===== config.mk =====
export PLATFORM = sky130hd
export DESIGN_NAME = dbf_scan_ctrl
export DESIGN_NICKNAME = d
export VERILOG_FILES = /design/src/rtl/dbf_scan_ctrl_pkg.sv /design/src/rtl/dbf_phase_cnt.sv /design/src/rtl/dbf_scan_ctrl.sv
export SDC_FILE = /design/constraint.sdc
export NUM_CORES = 1
export LEC_CHECK = 0
export CAP_MARGIN = 10
export CORE_AREA = 2 2 69 71
export CTS_BUF_LIST = sky130_fd_sc_hd__clkbuf_2
export DETAILED_ROUTE_END_ITERATION = 7
export DIE_AREA = 0 0 71 73
export GPL_TIMING_DRIVEN = 0
export PLACE_DENSITY = 0.73
export SYNTH_ARGS = -nofsm -noshare
export SYNTH_HDL_FRONTEND = slang
export SYNTH_SLANG_ARGS = --single-unit

===== constraint.sdc =====
create_clock -name clk -period 4 [get_ports clk]
set_input_delay 0.8 -clock clk [delete_from_list [all_inputs] [get_ports clk]]
set_output_delay 0.8 -clock clk [all_outputs]
set_load 0.005 [all_outputs]

===== src/rtl/dbf_scan_ctrl_pkg.sv =====
// Shared types, parameter defaults and elaboration-time fit checks for the DBF scan-line sequencer.
package dbf_scan_ctrl_pkg;

    localparam int unsigned DEF_ADDR_WD      = 10;
    localparam int unsigned DEF_LINE_WD      = 8;
    localparam int unsigned DEF_NUM_LINES    = 128;
    localparam int unsigned DEF_LUT_PER_LINE = 8;
    localparam int unsigned DEF_TX_CYCLES    = 16;
    localparam int unsigned DEF_RX_SAMPLES   = 2048;
    localparam int unsigned DEF_CNT_WD       = 12;

    typedef enum logic [2:0] {
        ST_IDLE = 3'd0,
        ST_LOAD = 3'd1,
        ST_TX   = 3'd2,
        ST_RX   = 3'd3,
        ST_EOL  = 3'd4
    } scan_state_e;

    // Every line's LUT slice must land inside the channel LUT address space.
    function automatic bit addr_fits(input int unsigned lines, input int unsigned lpl,
                                     input int unsigned aw);
        return (longint'(lines) * longint'(lpl)) <= (longint'(1) << aw);
    endfunction

    // The phase counter is loaded with length-1, so the longest phase must fit.
    function automatic bit cnt_fits(input int unsigned tx, input int unsigned rx,
                                    input int unsigned cw);
        longint mx;
        mx = (tx > rx) ? longint'(tx) : longint'(rx);
        return mx <= ((longint'(1) << cw) - 1);
    endfunction

endpackage


===== src/rtl/dbf_phase_cnt.sv =====
// Loadable down-counter with a terminal flag; times both the TX and the RX window.
module dbf_phase_cnt #(
    parameter int unsigned CNT_WD = 12
) (
    input  logic              clk,
    input  logic              rst_n,
    input  logic              load,
    input  logic [CNT_WD-1:0] load_val,
    input  logic              en,
    output logic              term_c
);

    logic [CNT_WD-1:0] cnt_q;
    logic [CNT_WD-1:0] cnt_d;

    always_comb begin
        cnt_d = cnt_q;
        if (load) begin
            cnt_d = load_val;
        end else if (en && (cnt_q != '0)) begin
            cnt_d = cnt_q - CNT_WD'(1);
        end
    end

    // rst_n is active-high on this block.
    always_ff @(posedge clk or posedge rst_n) begin
        if (rst_n) begin
            cnt_q <= '0;
        end else begin
            cnt_q <= cnt_d;
        end
    end

    assign term_c = (cnt_q == '0);

endmodule


===== src/rtl/dbf_scan_ctrl.sv =====
// Per-scan-line sequencer: LUT slice load, TX window, RX/beamform window, end-of-line, per frame.
module dbf_scan_ctrl
    import dbf_scan_ctrl_pkg::*;
#(
    parameter int unsigned ADDR_WD      = DEF_ADDR_WD,
    parameter int unsigned LINE_WD      = DEF_LINE_WD,
    parameter int unsigned NUM_LINES    = DEF_NUM_LINES,
    parameter int unsigned LUT_PER_LINE = DEF_LUT_PER_LINE,
    parameter int unsigned TX_CYCLES    = DEF_TX_CYCLES,
    parameter int unsigned RX_SAMPLES   = DEF_RX_SAMPLES,
    parameter int unsigned CNT_WD       = DEF_CNT_WD
) (
    input  logic               clk,
    input  logic               rst_n,
    input  logic               frame_go,
    input  logic               abort,
    input  logic               lut_data_valid,
    output logic               lut_req,
    output logic [ADDR_WD-1:0] dbf_lut_addr,
    output logic               dbf_lut_we,
    output logic               tx_en,
    output logic               start,
    output logic [LINE_WD-1:0] line_idx,
    output logic               line_done,
    output logic               frame_done,
    output logic               busy
);

    localparam int unsigned K_WD = (LUT_PER_LINE > 1) ? $clog2(LUT_PER_LINE) : 1;

    if (!addr_fits(NUM_LINES, LUT_PER_LINE, ADDR_WD)) begin : g_addr_chk
        $error("dbf_scan_ctrl: NUM_LINES*LUT_PER_LINE exceeds the LUT address space");
    end
    if (!cnt_fits(TX_CYCLES, RX_SAMPLES, CNT_WD)) begin : g_cnt_chk
        $error("dbf_scan_ctrl: CNT_WD too narrow for TX_CYCLES/RX_SAMPLES");
    end

    scan_state_e        state_q, state_d;
    logic [LINE_WD-1:0] line_q, line_d;
    logic [K_WD-1:0]    k_q, k_d;
    logic [ADDR_WD-1:0] addr_q, addr_d;
    logic               we_q, we_d;
    logic               lut_req_q, lut_req_d;
    logic               tx_en_q, tx_en_d;
    logic               start_q, start_d;
    logic               line_done_q, line_done_d;
    logic               frame_done_q, frame_done_d;
    logic               busy_q, busy_d;

    logic               cnt_load;
    logic [CNT_WD-1:0]  cnt_val;
    logic               cnt_en;
    logic               cnt_term_c;

    dbf_phase_cnt #(.CNT_WD(CNT_WD)) u_phase_cnt (
        .clk      (clk),
        .rst_n    (rst_n),
        .load     (cnt_load),
        .load_val (cnt_val),
        .en       (cnt_en),
        .term_c   (cnt_term_c)
    );

    // Outputs are the registered image of what the current state does this cycle.
    always_comb begin
        state_d      = state_q;
        line_d       = line_q;
        k_d          = k_q;
        addr_d       = '0;
        we_d         = 1'b0;
        tx_en_d      = 1'b0;
        start_d      = 1'b0;
        line_done_d  = 1'b0;
        frame_done_d = 1'b0;
        cnt_load     = 1'b0;
        cnt_val      = '0;
        cnt_en       = 1'b0;

        unique case (state_q)
            ST_IDLE: begin
                if (frame_go) begin
                    state_d = ST_LOAD;
                    line_d  = '0;
                    k_d     = '0;
                end
            end
            ST_LOAD: begin
                if (lut_data_valid) begin
                    we_d   = 1'b1;
                    addr_d = ADDR_WD'(line_q) * ADDR_WD'(LUT_PER_LINE) + ADDR_WD'(k_q);
                    if (k_q == K_WD'(LUT_PER_LINE - 1)) begin
                        state_d  = ST_TX;
                        k_d      = '0;
                        cnt_load = 1'b1;
                        cnt_val  = CNT_WD'(TX_CYCLES - 1);
                    end else begin
                        k_d = k_q + K_WD'(1);
                    end
                end
            end
            ST_TX: begin
                tx_en_d = 1'b1;
                if (cnt_term_c) begin
                    state_d  = ST_RX;
                    cnt_load = 1'b1;
                    cnt_val  = CNT_WD'(RX_SAMPLES - 1);
                end else begin
                    cnt_en = 1'b1;
                end
            end
            ST_RX: begin
                start_d = 1'b1;
                if (cnt_term_c) begin
                    state_d = ST_EOL;
                end else begin
                    cnt_en = 1'b1;
                end
            end
            ST_EOL: begin
                line_done_d = 1'b1;
                if (line_q == LINE_WD'(NUM_LINES - 1)) begin
                    frame_done_d = 1'b1;
                    line_d       = '0;
                    state_d      = ST_IDLE;
                end else begin
                    line_d  = line_q + LINE_WD'(1);
                    k_d     = '0;
                    state_d = ST_LOAD;
                end
            end
            default: state_d = ST_IDLE;
        endcase

        // Abort overrides everything, including the end-of-line pulses.
        if (abort) begin
            state_d      = ST_IDLE;
            line_d       = '0;
            k_d          = '0;
            addr_d       = '0;
            we_d         = 1'b0;
            tx_en_d      = 1'b0;
            start_d      = 1'b0;
            line_done_d  = 1'b0;
            frame_done_d = 1'b0;
            cnt_load     = 1'b1;
            cnt_val      = '0;
            cnt_en       = 1'b0;
        end

        lut_req_d = (state_d == ST_LOAD);
        busy_d    = (state_d != ST_IDLE);
    end

    always_ff @(posedge clk or posedge rst_n) begin
        if (rst_n) begin
            state_q      <= ST_IDLE;
            line_q       <= '0;
            k_q          <= '0;
            addr_q       <= '0;
            we_q         <= 1'b0;
            lut_req_q    <= 1'b0;
            tx_en_q      <= 1'b0;
            start_q      <= 1'b0;
            line_done_q  <= 1'b0;
            frame_done_q <= 1'b0;
            busy_q       <= 1'b0;
        end else begin
            state_q      <= state_d;
            line_q       <= line_d;
            k_q          <= k_d;
            addr_q       <= addr_d;
            we_q         <= we_d;
            lut_req_q    <= lut_req_d;
            tx_en_q      <= tx_en_d;
            start_q      <= start_d;
            line_done_q  <= line_done_d;
            frame_done_q <= frame_done_d;
            busy_q       <= busy_d;
        end
    end

    assign lut_req      = lut_req_q;
    assign dbf_lut_addr = addr_q;
    assign dbf_lut_we   = we_q;
    assign tx_en        = tx_en_q;
    assign start        = start_q;
    assign line_idx     = line_q;
    assign line_done    = line_done_q;
    assign frame_done   = frame_done_q;
    assign busy         = busy_q;

endmodule


==> results of run 1 <==
==> cell usage after synthesis, drive strengths merged, types with 6 or more instances <==
| master | instances |
|---|---|
| dfrtp | 43 |
| and3 | 11 |
| a21oi | 13 |
| inv | 6 |
| o21ai | 9 |
| nand2 | 16 |
| a31oi | 6 |
| o22a | 7 |
| nand3 | 7 |
| xnor2 | 7 |
| nor3 | 11 |
| nor2 | 18 |
| clkbuf | 7 |
==> layer usage <==
| metal | vias up | track usage | wire length, um |
|---|---|---|---|
| li1 | 869 | - | - |
| met2 | 31 | 0.2835 | 2068 |
| met5 | - | 0 | 0 |
| met3 | 4 | 0.04696 | 181 |
| met1 | 854 | 0.2918 | 2394 |
| met4 | 0 | 0.06709 | 44 |
==> area by class of cell <==
| type | instances | share of cell area |
|---|---|---|
| flip-flops and latches | 43 | 0.4197 |
| multi-input cells | 160 | 0.3987 |
| plain buffers | 11 | 0.02001 |
| repair buffers | 29 | 0.1132 |
| clock buffers | 5 | 0.009761 |
| clock inverters | 2 | 0.003416 |
| well taps | 54 | 0.02635 |
| inverters | 6 | 0.008785 |
==> per-stage QoR <==
stage          utilization  hold slack [ns]  setup slack [ns]  instances  area, um2
2_1_floorplan            -           0.4677             1.564        220       2172
3_3_place_gp        0.5578           0.4940             1.183        303       2530
3_5_place_dp        0.5578           0.5021             1.152        303       2530
4_1_cts             0.5652           0.5453             1.323        310       2564
5_1_grt             0.5652           0.5694             1.211        310       2564
6_report            0.5652           0.5421             1.339        310       2564
==> registers in the layout, indices dropped and copies added, names as in the netlist <==
register	cells
busy	1
dbf_lut_addr	10
dbf_lut_we	1
frame_done	1
k_q	3
line_done	1
line_idx	8
lut_req	1
start	1
state_q	3
tx_en	1
u_phase_cnt.cnt_q	12
==> cell usage in the layout, fill, tap and decap left out, types with 2 or more instances in the layout <==
cell and count:
sky130_fd_sc_hd__and3_1 11, sky130_fd_sc_hd__dfrtp_1 43, sky130_fd_sc_hd__inv_1 5, sky130_fd_sc_hd__clkbuf_2 5, sky130_fd_sc_hd__nand2_1 16, sky130_fd_sc_hd__or4_4 2
sky130_fd_sc_hd__ha_1 5, sky130_fd_sc_hd__nor2_1 18, sky130_fd_sc_hd__nand3_1 7, sky130_fd_sc_hd__o21ai_0 9, sky130_fd_sc_hd__or3_1 2, sky130_fd_sc_hd__a41oi_1 3
sky130_fd_sc_hd__xor2_1 2, sky130_fd_sc_hd__o31a_1 2, sky130_fd_sc_hd__nor4_1 3, sky130_fd_sc_hd__o21a_1 5, sky130_fd_sc_hd__nor3_1 11, sky130_fd_sc_hd__buf_2 2
sky130_fd_sc_hd__a21oi_1 13, sky130_fd_sc_hd__nand2b_1 4, sky130_fd_sc_hd__nor3b_1 4, sky130_fd_sc_hd__clkdlybuf4s50_1 29, sky130_fd_sc_hd__clkbuf_1 7, sky130_fd_sc_hd__a31oi_1 6
sky130_fd_sc_hd__o22a_1 7, sky130_fd_sc_hd__xnor2_1 7, sky130_fd_sc_hd__nor2b_1 3
==> kinds of logic (layout without fill, tap and decap cells) <==
logic type	Yosys count	count (layout)	synth area share
adder cells (fa/ha/maj)	5	5	0.02880
flip-flops	43	43	0.4954
AND/OR/NAND/NOR	90	90	0.2224
AO/OA/AOI/OAI	55	55	0.1780
buffers and inverters	17	53	0.03399
XOR/XNOR	9	9	0.03629
multiplexers	1	1	0.005184
==> power groups by stage <==
stage / Clock (mW) / Sequential (mW) / Combinational, mW
floorplan: 0 / 0.461 / 0.0691
global placement: 0 / 0.463 / 0.0930
detailed placement: 0 / 0.463 / 0.0939
CTS: 0.176 / 0.455 / 0.0944
global route: 0.191 / 0.458 / 0.105
finish: 0.171 / 0.456 / 0.0941
==> worst paths after layout <==
kind,startpoint,end,slack (ns),cells after the start
worst max-delay path,u_phase_cnt.cnt_q[0],u_phase_cnt.cnt_q[5],1.34,8
worst min-delay path,u_phase_cnt.cnt_q[10],u_phase_cnt.cnt_q[10],0.54,1
worst max register to register,u_phase_cnt.cnt_q[0],u_phase_cnt.cnt_q[5],1.34,8
worst min register to register,u_phase_cnt.cnt_q[10],u_phase_cnt.cnt_q[10],0.54,1
max in group asynchronous,rst_n,state_q[0],2.56,2
min in group asynchronous,rst_n,tx_en,0.88,2
==> summary.md, run 1 <==
| Metric | Value |
|---|---|
| Count of buffering cells on the critical path with inverters included | 2 |
| Die extent in x | between 70 and 80 um |
| Int Power | 0.5211 mW |
| Endpoint type of the worst setup path | register |
| Number of buffers inserted by port buffering | 29 |
| Height of the die | 73 um |
| Sequential share of the synthesized area | 0.4954 |
| Area grow syn2layout | 18.03% |
| Switching pwr | 0.1994 mW |
| Sum of overflow across all layers after global routing | 0 |
| Die area | just over 5000 um2 |
| Number of vias after detailed routing | roughly 1800 |
| Post-Synthesis Cells | 220 |
| Crit Path Category | register to register |
| Clock buffer depth | 2 |
| RSZ-0062 raised after global routing | false |
| Syn nets | 230 |
| Buffer count from post-CTS setup fixing | 0 |
| Wire length of the first global-routing pass | between 8000 and 9000 um |
| Root Driver | sky130_fd_sc_hd__clkbuf_2 |
| Static leakage | 1.156 nW |
| Ratio of cells with drive above 1 in the final layout | 0.06250 |
| Clock slew seen by the registers of the worst setup and hold paths | between 0.2 and 0.25 ns |
| Most instantiated flip-flop cell in the synthesis netlist | sky130_fd_sc_hd__dfrtp_1 |
| Number of antenna violations at the first check in global routing | 0 |
| Count of final max-slew check failures | 0 |
| Worst-case headroom to the max-slew limit | 0.3975 |
| Mean routed wirelength per cell | ~15 um |
| Largest clock skew in the final design | ~0.02 ns |
| Core box area | ~4500 um2 |
| Number of top-level design ports | 30 |
| Switching power as a share of total power | 0.2767 |
| Count of routing violations after the opening detailed-route iteration | 116 |
| Filler cell count | between 400 and 500 |
| Gr usage total | 0.1969 |
| Synth area leader | sky130_fd_sc_hd__dfrtp_1 |
| Slowest cell on crit path | sky130_fd_sc_hd__or4b_1 |
| Hold Fails Final Rpt | 0 |
| Highest clock rate | approximately 380 MHz |
| Antenna Violating Nets Remaining | 0 |
| Post-synth EDFFs | 0 |
| Count of standard-cell rows | 25 |
| Flops & latches, synth | 43 |
| CTS-repair resized insts | 0 |
| Cell types with the largest area share after synthesis | sky130_fd_sc_hd__dfrtp_1 50%, sky130_fd_sc_hd__and3_1 3.2%, sky130_fd_sc_hd__nor2_1 3.1% |
| TritonCTS clock tree | done |
| Combinational share of power | 0.131 |
| Worst hold path type | register to register |
| Combined area of the multi-input logic cells | 1022 um2 |
| Syn_area_per_cell | between 9 and 10 um2 |
| Outcome | completed |
| Number of buffers inserted by hold repair at cts | 0 |
| Dpl hpwl | ~3200 um |
| H-tree level count | 2 |
| Period Utilization, post-route | 0.6653 |
| Number of distinct standard cells referenced by the synthesized netlist | 47 |
| Clock insertion delay at the later pin of the skew report | approximately 0.40 ns |
| Via count of the first global-routing pass | 1679 |
| Required time of the critical path | between 4 and 5 ns |
| Ant diodes | 0 |
| Footprint of the flip-flops and latches | between 1000 and 1500 um2 |
| Post-Route Setup TNS | 0 ns |
| PwrDens | 281.1 nW/um2 |
| Cell Area, Synth | about 2200 um2 |
| Drt drc | 0 |
| Synth warn | 0 |
| Critical path startpoint category | register |
| Post-detailed-route via-to-cell ratio | 5.671 |
| Power share of the clock group | 0.237 |
| Area share of the leading cell type in the synthesized netlist | 0.4954 |
| Final RePlAce weighted congestion | 0.8534 |
| Total power of the final layout | around 0.72 mW |
| First-pass detailed-route iteration total | 4 |
| Number of nets in the layout | ~270 |
| Pin count of the biggest net entering global routing | 44 |
| Critical path arrival | around 3 ns |
| Number of failing setup endpoints in the final timing report | 0 |
| Maxcap violations | 0 |
| Worst IR drop on VDD | 142.1 uV |
| Kind of cell adding the most delay to the critical path | simple AND/OR/NAND/NOR gates |
| Ys async rst share | 1.000 |
| Transition time at the pin with the least slew margin | 0.9024 ns |
| Routed Wire Length | around 4700 um |
| Starting utilization of the core area | 0.4789 |
| Number of buffers added by the clock tree synthesis step | 5 |
| Largest stage delay on the critical path | roughly 0.53 ns |
| Top fanout value on the critical path | 8 |
| Critical path, cell by cell | inv_1, ha_1, or4b_1, or4_4, buf_6, o311ai_4, a41oi_1, o22a_1 |
| TritonCTS Sinks | between 40 and 50 |
| Clock period minus worst slack | 2.661 ns |
| Proportion of power drawn by flip-flops and latches | 0.633 |
Power figures use the tool's default switching activity.
==> run 2, diff against run 1 <==
- PLACE_DENSITY: 0.73 -> 0.76
- clock period: 4 -> 2.25 ns (I/O delays scaled with it)
==> summary.md, run 2 (synthesis gave the netlist of run 1 again) <==
| Metric | Value |
|---|---|
| Outcome | finished, violations left |
| Violations in the final reports | setup timing |
| Clock insertion delay at the later pin of the skew report | 0.41 ns (about the same) |
| Endpoint type of the worst setup path | register |
| TritonCTS Sinks | 43 (unchanged) |
| Number of top-level design ports | 30 (unchanged) |
| Height of the die | 73 um (unchanged) |
| PwrDens | 567.4 nW/um2 (+100%) |
| Post-Route Hold Slack | 0.5011 ns (-0.04106 ns) |
| Drt drc | 0 (unchanged) |
| Static leakage | 1.238 nW (+7.1%) |
| Antenna Violating Nets Remaining | 0 (unchanged) |
| Transition time at the pin with the least slew margin | 0.8611 ns (-0.04129 ns) |
| Worst setup slack after layout | -0.1665 ns (-1.505 ns) |
| Reg-to-reg critical path startpoint | u_phase_cnt.cnt_q[5] |
| Count of final max-slew check failures | 0 (unchanged) |
| Number of buffers inserted by port buffering | 29 (unchanged) |
| Hold Fails Final Rpt | 0 (unchanged) |
| RSZ-0062 raised after global routing | true |
| Post-detailed-route via-to-cell ratio | 5.731 (+1.1%) |
| Count of standard-cell rows | 25 (unchanged) |
| Critical path startpoint category | register |
| Final core utilization | 0.6011 (+0.03586) |
| Combinational share of power | 0.121 (-0.010) |
| Root Driver | sky130_fd_sc_hd__clkbuf_2 |
| Worst hold path type | primary input to async pin |
| Via count of the first global-routing pass | 1815 (+8.1%) |
| Required time of the critical path | 2.58 ns (-1.75 ns) |
| Switching power as a share of total power | 0.2400 (-0.03676) |
| Final design area excluding fillers | 2726 um2 (+6.3%) |
| Maxcap violations | 0 (unchanged) |
| Gr usage total | 0.2062 (+0.009256) |
| Crit Path Category | register to register |
| Ant diodes | 0 (unchanged) |
| Critical path arrival | 2.74 ns (-0.25 ns) |
| Number of antenna violations at the first check in global routing | 0 (unchanged) |
| Sum of overflow across all layers after global routing | 0 (unchanged) |
| Area grow syn2layout | 25.52% |
| Number of buffers added by the clock tree synthesis step | 5 (unchanged) |
| Clock period minus worst slack | 2.417 ns (-0.2447 ns) |
| Int Power | 1.176 mW (+130%) |
| Period Utilization, post-route | 1.074 (+0.4087) |
| Number of nets in the layout | 275 (+3.4%) |
| Placed standard-cell area | 2534 um2 (+0.15%) |
| Reg2Reg Depth | 6 (-2) |
| Most common library cell in the layout ignoring fill and taps | sky130_fd_sc_hd__dfrtp_1 |
| Pin count of the biggest net entering global routing | 44 (unchanged) |
| Final RePlAce weighted congestion | 0.8216 (-3.7%) |
| Clock slew seen by the registers of the worst setup and hold paths | 0.22 ns (about the same) |
| Mean routed wirelength per cell | 15.08 um (-0.29%) |
| First-pass detailed-route iteration total | 4 (unchanged) |
| Reg-to-reg critical path endpoint | u_phase_cnt.cnt_q[4] |
| Dpl hpwl | 3247 um (+0.22%) |
| Clock buffer depth | 2 (unchanged) |
| Die extent in x | 71 um (unchanged) |
| H-tree level count | 2 (unchanged) |
| Power share of the clock group | 0.356 (+0.119) |
| Number of buffers inserted by hold repair at cts | 0 (unchanged) |
| Wire length of the first global-routing pass | 8459 um (+4.3%) |
| Top fanout value on the critical path | 8 (unchanged) |
| Highest clock rate | 413.8 MHz (+10%) |
| TritonCTS clock tree | done |
| Number of vias after detailed routing | 1834 (+4.3%) |
| Largest clock skew in the final design | 0.03571 ns (+0.01566 ns) |
| Count of routing violations after the opening detailed-route iteration | 190 (+64%) |
| Die area | 5183 um2 (unchanged) |
| Ratio of cells with drive above 1 in the final layout | 0.1353 (+0.07284) |
| Starting utilization of the core area | 0.4789 (unchanged) |
| Number of failing setup endpoints in the final timing report | 8 (+8) |
| Top library cells by usage in the layout, fill and taps aside | 43 x sky130_fd_sc_hd__dfrtp_1, 29 x sky130_fd_sc_hd__clkdlybuf4s50_1, 18 x sky130_fd_sc_hd__nor2_1 |
| Reg-to-reg setup timing slack | -0.17 ns (-1.51 ns) |
| Flip-flop count of the largest register, all copies and words added | 12 (unchanged) |
| Routed Wire Length | 4825 um (+2.9%) |
| Proportion of power drawn by flip-flops and latches | 0.523 (-0.110) |
| Switching pwr | 0.3713 mW (+86%) |
| Worst IR drop on VDD | 316.5 uV (+120%) |
| Core box area | 4536 um2 (unchanged) |
| Register with the most flip-flops | u_phase_cnt.cnt_q |
| Worst-case headroom to the max-slew limit | 0.4251 (+0.02757) |
[run 2: changes by cell type in the layout (fill, tap and decap cells not counted), moves of 2 or more]
cell,before,now
sky130_fd_sc_hd__nor3b_2,0,2
sky130_fd_sc_hd__buf_4,0,9
sky130_fd_sc_hd__clkbuf_2,5,7
sky130_fd_sc_hd__inv_2,1,3
sky130_fd_sc_hd__bufinv_16,0,2
sky130_fd_sc_hd__nor3b_1,4,2
sky130_fd_sc_hd__inv_1,5,3
[run 2: worst max-delay path by stage]
stage / depth (start not counted) / to / from / slack (ns)
floorplan: 8 / u_phase_cnt.cnt_q[10] / u_phase_cnt.cnt_q[0] / -0.09
global placement: 6 / u_phase_cnt.cnt_q[10] / u_phase_cnt.cnt_q[4] / -0.26
detailed placement: 8 / u_phase_cnt.cnt_q[10] / u_phase_cnt.cnt_q[0] / -0.28
CTS: 6 / u_phase_cnt.cnt_q[4] / u_phase_cnt.cnt_q[5] / -0.12
global route: 8 / u_phase_cnt.cnt_q[10] / u_phase_cnt.cnt_q[0] / -0.23
finish: 6 / u_phase_cnt.cnt_q[4] / u_phase_cnt.cnt_q[5] / -0.17
[run 2: through the flow]
stage,instances,total power [mW],TNS (ns),setup slack (ns)
2_1_floorplan,220,0.9420,-0.4879,-0.08519
3_3_place_gp,303,0.9879,-4.623,-0.2614
3_5_place_dp,303,0.9906,-2.039,-0.2810
4_1_cts,320,1.557,-0.6537,-0.1198
5_1_grt,320,1.619,-1.581,-0.2300
6_report,320,1.547,-0.9965,-0.1665
[run 2: timing repair]
item	in CTS	in global routing
setup buffers	10	0
cloned	0	0
gates resized for setup	8	1
endpoints found under the setup margin	10	10
pin swaps	4	0
[run 2: layout make-up]
| class | count | area [um2] |
|---|---|---|
| fill | 393 | 1809 |
| timing repair buffer | 39 | 369.1 |
| tap | 54 | 67.56 |
| multi-input combinational | 160 | 1060 |
| inverter | 6 | 22.52 |
| buffer | 10 | 41.29 |
| clock buffer | 6 | 30.03 |
| clock inverter | 2 | 60.06 |
| sequential | 43 | 1076 |
[run 2: metal layers]
| metal | track usage | wire (um) | vias to the layer above |
|---|---|---|---|
| met5 | 0 | 0 | - |
| met4 | 0.06289 | 63 | 0 |
| li1 | - | - | 894 |
| met2 | 0.3375 | 2259 | 45 |
| met3 | 0.04696 | 234 | 8 |
| met1 | 0.2747 | 2267 | 887 |
[run 2: power groups by stage]
stage | clock network, mW | logic (mW) | registers, mW
6_report | 0.551 | 0.187 | 0.809
5_1_grt | 0.599 | 0.208 | 0.812
4_1_cts | 0.564 | 0.184 | 0.808
3_5_place_dp | 0 | 0.167 | 0.824
3_3_place_gp | 0 | 0.165 | 0.822
2_1_floorplan | 0 | 0.123 | 0.819
[run 2: critical path, cell delays in order, from the launching register on]
cell,delay [ns]
sky130_fd_sc_hd__dfrtp_1,0.44
sky130_fd_sc_hd__or4_4,0.58
sky130_fd_sc_hd__or4_4,0.58
sky130_fd_sc_hd__o311ai_4,0.29
sky130_fd_sc_hd__buf_6,0.17
sky130_fd_sc_hd__a31oi_1,0.05
sky130_fd_sc_hd__o22a_1,0.23
